File: src/rtl/gfx_pkg.sv
// Shared graphics-pipeline definitions: default raster geometry, coordinate
// and address types, and the line-generator state encoding.
package gfx_pkg;

    localparam int XW_DEF    = 10;
    localparam int YW_DEF    = 9;
    localparam int H_RES_DEF = 640;
    localparam int V_RES_DEF = 480;
    localparam int AW_DEF    = 19;

    typedef logic [XW_DEF-1:0] coord_x_t;
    typedef logic [YW_DEF-1:0] coord_y_t;
    typedef logic [AW_DEF-1:0] addr_t;

    typedef enum logic [1:0] {
        IDLE  = 2'd0,
        SETUP = 2'd1,
        DRAW  = 2'd2,
        DONE  = 2'd3
    } line_state_t;

endpackage

File: src/rtl/bresen_line_gen_if.sv
// Command and pixel-stream bundle of the line generator.
// master: primitive decoder / frame-buffer writer side.
// slave : the line generator itself.
interface bresen_line_gen_if
    import gfx_pkg::*;
#(
    parameter int XW = XW_DEF,
    parameter int YW = YW_DEF,
    parameter int AW = AW_DEF
) ();

    logic          start;
    logic [XW-1:0] x0;
    logic [YW-1:0] y0;
    logic [XW-1:0] x1;
    logic [YW-1:0] y1;
    logic          abort;
    logic          busy;
    logic          pix_valid;
    logic          pix_ready;
    logic [XW-1:0] pix_x;
    logic [YW-1:0] pix_y;
    logic [AW-1:0] pix_addr;
    logic          pix_last;
    logic          line_done;

    modport master (
        output start, x0, y0, x1, y1, abort, pix_ready,
        input  busy, pix_valid, pix_x, pix_y, pix_addr, pix_last, line_done
    );

    modport slave (
        input  start, x0, y0, x1, y1, abort, pix_ready,
        output busy, pix_valid, pix_x, pix_y, pix_addr, pix_last, line_done
    );

endinterface

File: src/rtl/line_addr_map.sv
// Registered (x,y) -> y*H_RES + x linear frame-buffer address.
// Loaded with the coordinates that become current next cycle, so the
// address lines up with the registered pixel coordinates.
module line_addr_map #(
    parameter int XW    = 10,
    parameter int YW    = 9,
    parameter int H_RES = 640,
    parameter int AW    = 19
) (
    input  logic          clk,
    input  logic          n_rst,
    input  logic          i_en,
    input  logic [XW-1:0] i_x,
    input  logic [YW-1:0] i_y,
    output logic [AW-1:0] o_addr
);

    localparam logic [AW-1:0] HRES_C = AW'(H_RES);

    logic [AW-1:0] w_addr;
    logic [AW-1:0] r_addr;

    assign w_addr = AW'(i_y) * HRES_C + AW'(i_x);

    // capture the address of the coordinates being loaded
    always_ff @(posedge clk or negedge n_rst) begin
        if (!n_rst)    r_addr <= '0;
        else if (i_en) r_addr <= w_addr;
    end

    assign o_addr = r_addr;

endmodule

File: src/rtl/bresen_line_gen.sv
// Bresenham line rasteriser: one segment per start command, all octants,
// emitting on-screen pixels on a valid/ready stream and skipping clipped
// ones at one per cycle.
module bresen_line_gen
    import gfx_pkg::*;
#(
    parameter int XW    = XW_DEF,
    parameter int YW    = YW_DEF,
    parameter int H_RES = H_RES_DEF,
    parameter int V_RES = V_RES_DEF,
    parameter int AW    = AW_DEF
) (
    input logic              clk,
    input logic              n_rst,
    bresen_line_gen_if.slave bus
);

    // Two guard bits keep dx + dy and the accumulated error in range.
    localparam int EW = ((XW > YW) ? XW : YW) + 2;
    localparam logic [XW:0] HX = (XW+1)'(H_RES);
    localparam logic [YW:0] VY = (YW+1)'(V_RES);

    line_state_t r_state;
    logic [XW-1:0] r_x0, r_x1, r_cx;
    logic [YW-1:0] r_y0, r_y1, r_cy;
    logic signed [EW-1:0] r_dx, r_dy, r_err;
    logic r_sx_neg, r_sy_neg;
    logic r_busy, r_valid, r_last, r_done;

    logic [XW-1:0] w_dx_abs, w_x_step, w_nxt_x;
    logic [YW-1:0] w_dy_abs, w_y_step, w_nxt_y;
    logic signed [EW-1:0] w_dx_s, w_dy_s, w_err_nxt;
    logic signed [EW:0] w_e2, w_dx_e, w_dy_e;
    logic w_step_x, w_step_y, w_adv, w_at_end, w_ld, w_nxt_on, w_nxt_end;

    // setup magnitudes from the latched endpoints
    assign w_dx_abs = (r_x1 >= r_x0) ? (r_x1 - r_x0) : (r_x0 - r_x1);
    assign w_dy_abs = (r_y1 >= r_y0) ? (r_y1 - r_y0) : (r_y0 - r_y1);
    assign w_dx_s   = {{(EW-XW){1'b0}}, w_dx_abs};
    assign w_dy_s   = {{(EW-YW){1'b0}}, w_dy_abs};

    // step decision on the doubled error
    assign w_e2     = {r_err, 1'b0};
    assign w_dx_e   = {r_dx[EW-1], r_dx};
    assign w_dy_e   = {r_dy[EW-1], r_dy};
    assign w_step_x = (w_e2 >= w_dy_e);
    assign w_step_y = (w_e2 <= w_dx_e);
    assign w_err_nxt = r_err + (w_step_x ? r_dy : '0) + (w_step_y ? r_dx : '0);

    assign w_x_step = r_sx_neg ? (r_cx - 1'b1) : (r_cx + 1'b1);
    assign w_y_step = r_sy_neg ? (r_cy - 1'b1) : (r_cy + 1'b1);

    // A clipped pixel is never shown, so it retires without a handshake.
    assign w_at_end = (r_cx == r_x1) && (r_cy == r_y1);
    assign w_adv    = (r_state == DRAW) && !bus.abort && (!r_valid || bus.pix_ready);

    // Coordinates loaded next: the start point in SETUP, else the stepped point.
    assign w_nxt_x   = (r_state == SETUP) ? r_x0 : (w_step_x ? w_x_step : r_cx);
    assign w_nxt_y   = (r_state == SETUP) ? r_y0 : (w_step_y ? w_y_step : r_cy);
    assign w_ld      = ((r_state == SETUP) && !bus.abort) || (w_adv && !w_at_end);
    assign w_nxt_on  = ({1'b0, w_nxt_x} < HX) && ({1'b0, w_nxt_y} < VY);
    assign w_nxt_end = (w_nxt_x == r_x1) && (w_nxt_y == r_y1);

    line_addr_map #(
        .XW    (XW),
        .YW    (YW),
        .H_RES (H_RES),
        .AW    (AW)
    ) u_addr (
        .clk    (clk),
        .n_rst  (n_rst),
        .i_en   (w_ld),
        .i_x    (w_nxt_x),
        .i_y    (w_nxt_y),
        .o_addr (bus.pix_addr)
    );

    // line FSM: command capture, setup, pixel walk, completion
    always_ff @(posedge clk or negedge n_rst) begin
        if (!n_rst) begin
            r_state  <= IDLE;
            r_x0     <= '0;
            r_y0     <= '0;
            r_x1     <= '0;
            r_y1     <= '0;
            r_cx     <= '0;
            r_cy     <= '0;
            r_dx     <= '0;
            r_dy     <= '0;
            r_err    <= '0;
            r_sx_neg <= 1'b0;
            r_sy_neg <= 1'b0;
            r_busy   <= 1'b0;
            r_valid  <= 1'b0;
            r_last   <= 1'b0;
            r_done   <= 1'b0;
        end else if (r_state != IDLE && bus.abort) begin
            r_state <= IDLE;
            r_busy  <= 1'b0;
            r_valid <= 1'b0;
            r_last  <= 1'b0;
            r_done  <= 1'b0;
        end else begin
            case (r_state)
                IDLE: begin
                    r_done <= 1'b0;
                    if (bus.start) begin
                        r_x0    <= bus.x0;
                        r_y0    <= bus.y0;
                        r_x1    <= bus.x1;
                        r_y1    <= bus.y1;
                        r_busy  <= 1'b1;
                        r_state <= SETUP;
                    end
                end
                SETUP: begin
                    r_dx     <= w_dx_s;
                    r_dy     <= -w_dy_s;
                    r_err    <= w_dx_s - w_dy_s;
                    r_sx_neg <= !(r_x0 < r_x1);
                    r_sy_neg <= !(r_y0 < r_y1);
                    r_cx     <= w_nxt_x;
                    r_cy     <= w_nxt_y;
                    r_valid  <= w_nxt_on;
                    r_last   <= w_nxt_end;
                    r_state  <= DRAW;
                end
                DRAW: begin
                    if (w_adv) begin
                        if (w_at_end) begin
                            r_valid <= 1'b0;
                            r_last  <= 1'b0;
                            r_done  <= 1'b1;
                            r_state <= DONE;
                        end else begin
                            r_cx    <= w_nxt_x;
                            r_cy    <= w_nxt_y;
                            r_err   <= w_err_nxt;
                            r_valid <= w_nxt_on;
                            r_last  <= w_nxt_end;
                        end
                    end
                end
                DONE: begin
                    r_done  <= 1'b0;
                    r_busy  <= 1'b0;
                    r_state <= IDLE;
                end
                default: r_state <= IDLE;
            endcase
        end
    end

    assign bus.busy      = r_busy;
    assign bus.pix_valid = r_valid;
    assign bus.pix_x     = r_cx;
    assign bus.pix_y     = r_cy;
    assign bus.pix_last  = r_last;
    assign bus.line_done = r_done;

endmodule

File: src/flat_wrapper.sv
// flat-port wrapper written by rule: the top's interface ports become plain ports
module bresen_line_gen_flat import gfx_pkg::*;
#(
    parameter int XW    = XW_DEF,
    parameter int YW    = YW_DEF,
    parameter int H_RES = H_RES_DEF,
    parameter int V_RES = V_RES_DEF,
    parameter int AW    = AW_DEF
)
  (clk, n_rst, bus_start, bus_x0, bus_y0, bus_x1, bus_y1, bus_abort, bus_pix_ready, bus_busy, bus_pix_valid, bus_pix_x, bus_pix_y, bus_pix_addr, bus_pix_last, bus_line_done);
  bresen_line_gen_if #(.XW(XW), .YW(YW), .AW(AW)) bus_i ();
  input logic clk;
  input logic n_rst;
  input wire logic [$bits(bus_i.start)-1:0] bus_start;
  input wire logic [$bits(bus_i.x0)-1:0] bus_x0;
  input wire logic [$bits(bus_i.y0)-1:0] bus_y0;
  input wire logic [$bits(bus_i.x1)-1:0] bus_x1;
  input wire logic [$bits(bus_i.y1)-1:0] bus_y1;
  input wire logic [$bits(bus_i.abort)-1:0] bus_abort;
  input wire logic [$bits(bus_i.pix_ready)-1:0] bus_pix_ready;
  output wire logic [$bits(bus_i.busy)-1:0] bus_busy;
  output wire logic [$bits(bus_i.pix_valid)-1:0] bus_pix_valid;
  output wire logic [$bits(bus_i.pix_x)-1:0] bus_pix_x;
  output wire logic [$bits(bus_i.pix_y)-1:0] bus_pix_y;
  output wire logic [$bits(bus_i.pix_addr)-1:0] bus_pix_addr;
  output wire logic [$bits(bus_i.pix_last)-1:0] bus_pix_last;
  output wire logic [$bits(bus_i.line_done)-1:0] bus_line_done;
  assign bus_i.start = bus_start;
  assign bus_i.x0 = bus_x0;
  assign bus_i.y0 = bus_y0;
  assign bus_i.x1 = bus_x1;
  assign bus_i.y1 = bus_y1;
  assign bus_i.abort = bus_abort;
  assign bus_i.pix_ready = bus_pix_ready;
  assign bus_busy = bus_i.busy;
  assign bus_pix_valid = bus_i.pix_valid;
  assign bus_pix_x = bus_i.pix_x;
  assign bus_pix_y = bus_i.pix_y;
  assign bus_pix_addr = bus_i.pix_addr;
  assign bus_pix_last = bus_i.pix_last;
  assign bus_line_done = bus_i.line_done;
  bresen_line_gen #(.XW(XW), .YW(YW), .H_RES(H_RES), .V_RES(V_RES), .AW(AW)) u_core (.clk(clk), .n_rst(n_rst), .bus(bus_i));
endmodule
File: config.mk
export PLATFORM = sky130hd
export DESIGN_NAME = bresen_line_gen_flat
export DESIGN_NICKNAME = d
export VERILOG_FILES = /design/src/rtl/gfx_pkg.sv /design/src/rtl/bresen_line_gen_if.sv /design/src/rtl/line_addr_map.sv /design/src/rtl/bresen_line_gen.sv /design/src/flat_wrapper.sv
export SDC_FILE = /design/constraint.sdc
export NUM_CORES = 1
export LEC_CHECK = 0
export CAP_MARGIN = 0
export CORE_UTILIZATION = 45
export DETAILED_ROUTE_END_ITERATION = 7
export MAX_ROUTING_LAYER = met4
export PLACE_DENSITY = 0.67
export RECOVER_POWER = 50
export SLEW_MARGIN = 20
export SYNTH_ARGS = -nofsm -noshare
export SYNTH_HDL_FRONTEND = slang
export SYNTH_SLANG_ARGS = --single-unit
File: constraint.sdc
create_clock -name clk -period 4.5 [get_ports clk]
set_input_delay 0.45 -clock clk [delete_from_list [all_inputs] [get_ports clk]]
set_output_delay 0.45 -clock clk [all_outputs]
set_load 0.02 [all_outputs]
==> impl_metrics.toml <==
[run_status]
run_status = "finished, violations left"
violations = "capacitance limit, slew limit, setup timing"

[routing]
detail_route.vias_per_cell = 5.42
post_drt_wl_per_cell_um = 18.5
num_vias = 9623
drt_pre_antenna_iters = 5
ant_nets = 0
route.detailed.drc = 0
wl_um = 32900
drt-initial-drc-count = 826

[placement]
port-buffer-count = 84
finalWeightedCongestion = 0.942
dpl.hpwl_um = 25200

[timing]
postLayoutSetupSlackWorst_ps = -102
setup_repair_after_global_routing_missed_its_margin = "true"
share_of_the_clock_period_used_by_the_worst_path_pct = 102
fin_worst_hold_slack_ps = 471
final.min_clock_period_ps = 4600
timing.final.hold_violations = 0
max_clock_freq_mhz = 217
setup_violation_total_in_the_final_timing_report = 2
worstMarginPinSlew_ps = 3800
slew_limit_fails = 64
slew-limit-headroom_pct = -154
final.setup_skew_ps = 13.0

[synthesis]
synthCells = 1194
synthesis.area_um2 = 10500
synth_ff_type = "dfrtp_1"
edff_count_synth = 0
number_of_distinct_library_cells_after_synthesis = 83
synth_largest_area_cell = "dfrtp_1"
synth_top_area_share_pct = 28.1
async_flop_share_pct = 100
total_nets_after_synthesis = 1366
synth.most_common_cell = "nand2_1"
leading_post_synthesis_cells_by_instance_count = "nand2_1 (147), inv_1 (129), dfrtp_1 (118)"
syn_area_per_cell_um2 = 8.79
cells_taking_the_most_area_after_synthesis = "dfrtp_1 (28%), ha_1 (13%), mux2_2 (5.6%), nand2_1 (5.3%), inv_1 (4.6%)"
yosysSeqAreaShare_pct = 28.1
synthesis.yosys.warnings = 0
ys_seq_elements = 118

[die]
floorplan.rows = 55
die_width_um = 155
design.portCount = 85
core_area_um2 = 22800
initial_cell_density_of_the_core_pct = 46.1
die_area_um2 = 23900
die_y_um = 155

[setup_path]
cp.arrival_ps = 4910
worstPathMaxFanout = 8
end_kind = "flip-flop"
crit_path_end = "u_core.r_err[11]"
ff2ff_path_depth = 22
worst-endpoint-required_ps = 4800
critical_path.reg2reg.startpoint = "u_core.r_err[6]"
crit_path_cell_trace = "ha_1 > and4_4 > buf_4 > a21oi_2 > or2_4 > buf_4 > buf_4 > nand2_1 > fa_1 > inv_1 > ha_2 > fa_2 > a21o_1 > a21oi_2 > o21bai_1 > a21oi_2 > o21ai_2 > a21o_1 > a21oi_2 > xnor2_1 > a21oi_1 > a21oi_2"
slowest_stage = "fa_1"
cp_slowest_stage_delay_ps = 510
worstReg2RegEnd = "u_core.r_err[11]"
critical_path_class = "flip-flop to flip-flop"
regToRegSetupSlack_ps = -100
worstSetupStartpoint = "u_core.r_err[6]"
startpoint_type = "flip-flop"
crit_top_cell = "a21oi_2"

[clock_tree]
cts.root.buffer_cell = "clkbuf_16"
clock-sinks = 118
cts_hold_buffers = 0
tritoncts = "built"
clkSlewWorstSetupHoldPaths_ps = 60
htreeDepth = 4
numCtsBuffers = 17
clkLatencyLatePin_ps = 430
ctsLongestPathBuffers = 2

[global_route]
grtUsageTotal_pct = 28.5
grt_antenna_before_repair = 1
grt_remaining_overflow = 0
use_met1_pct = 36.7
grt_pass1_wl_um = 50900
grt_max_degree = 64
global_route.peak_usage_layer = "met2"
globalRouteMet3Util_pct = 5.60
vias_in_the_first_global_route = 9529
grtUsageMet2_pct = 46.0

[final_layout]
final_net_count = 1622
layout-drive-gt1-share_pct = 25.8
finalCoreUtilization_pct = 62.0
area.growth.synth_to_final_pct = 34.4

[hold_path]
holdCritPathClass = "flip-flop to flip-flop"

[job]
cap_viol_max_count = 1
cell families after synthesis:
kind of cell             count (synthesis)  synth area share, %
XOR/XNOR                               107                 9.24
AND/OR/NAND/NOR                        311                 13.8
adder cells (fa/ha/maj)                132                 17.0
AO/OA/AOI/OAI                          275                 17.0
flip-flops                             118                 28.1
buffers and inverters                  169                 6.30
multiplexers                            82                 8.51
area by class of cell:
class	count	area (µm²)
Multi-Input combinational cell	907	7350
Fill cell	1957	8660
Inverter	130	488
Timing Repair Buffer	276	2310
Antenna cell	1	2.50
Clock inverter	14	176
Clock buffer	18	439
Sequential cell	118	2960
Tap cell	313	392
layout by cell type, fill, tap and decap left out, types with 5 or more instances in the layout:
master / count
buf_4: 183
nand2_1: 146
inv_1: 122
dfrtp_1: 115
ha_1: 97
a21oi_1: 67
clkdlybuf4s50_1: 66
o21ai_0: 56
nor2_1: 53
mux2_2: 52
xor2_1: 52
xnor2_1: 47
mux2i_1: 24
a21o_1: 19
nand3_1: 17
fa_1: 17
clkbuf_16: 17
dlygate4sd3_1: 17
a21oi_2: 15
o21ai_1: 14
nor2b_1: 14
o21bai_1: 13
nor4_1: 12
ha_4: 11
nor3_1: 10
o211ai_1: 9
a211oi_1: 8
inv_2: 7
a31oi_1: 7
and2_1: 7
or2_2: 6
mux2i_4: 6
a221oi_1: 6
xnor2_2: 5
o21ai_2: 5
nand2b_1: 5
clkinv_4: 5
buf_6: 5
worst max-delay path, delay by kind of cell, from the launching register on:
family,cells,cell delay (ps)
AO/OA/AOI/OAI,10,1620
XOR/XNOR,1,100
flip-flops,1,420
adder cells (fa/ha/maj),4,1390
buffers and inverters,4,450
AND/OR/NAND/NOR,3,510
stage by stage:
stage | TNS [ps] | instance area [µm²] | cells | setup slack (ps)
2_1_floorplan | 0 | 10500 | 1194 | 5.23
3_3_place_gp | -153 | 12800 | 1717 | -78.1
3_5_place_dp | -373 | 12800 | 1717 | -153
4_1_cts | -6.02 | 13500 | 1754 | -6.02
5_1_grt | -948 | 14100 | 1777 | -251
6_report | -150 | 14100 | 1777 | -102
routing by layer:
| layer | vias to the layer above | wire length, µm |
|---|---|---|
| li1 | 4636 | - |
| met1 | 4609 | 14500 |
| met2 | 332 | 15800 |
| met3 | 46 | 2040 |
| met4 | 0 | 586 |
| met5 | - | 0 |
state kept, by name, indices dropped and copies added (netlist names), 10 cells and up:
register	count
u_core.bus.pix_x	10
u_core.r_x1	10
u_core.r_dy	12
u_core.u_addr.o_addr	19
u_core.r_dx	10
u_core.r_x0	10
u_core.r_err	12
what timing repair did:
action,in CTS,in global routing
buffers inserted,5,22
hold endpoints to repair,0,0
resized for setup,11,88
endpoints found under the setup margin,7,8
pin swaps,1,52
worst min path at each step:
stage / start / end / slack (ps) / depth (start not counted)
after floorplan: n_rst / u_core.bus.busy / 150 / 0
after global placement: u_core.u_addr.o_addr[7] / u_core.u_addr.o_addr[7] / 460 / 2
after detailed placement: u_core.u_addr.o_addr[7] / u_core.u_addr.o_addr[7] / 470 / 2
after CTS: n_rst / u_core.r_dx[4] / 190 / 1
after global routing: u_core.u_addr.o_addr[8] / u_core.u_addr.o_addr[8] / 520 / 2
final: u_core.u_addr.o_addr[7] / u_core.u_addr.o_addr[7] / 470 / 2
Power is not shown: default switching activity piles up to over one toggle a cycle in this logic, so the estimate is an artifact.
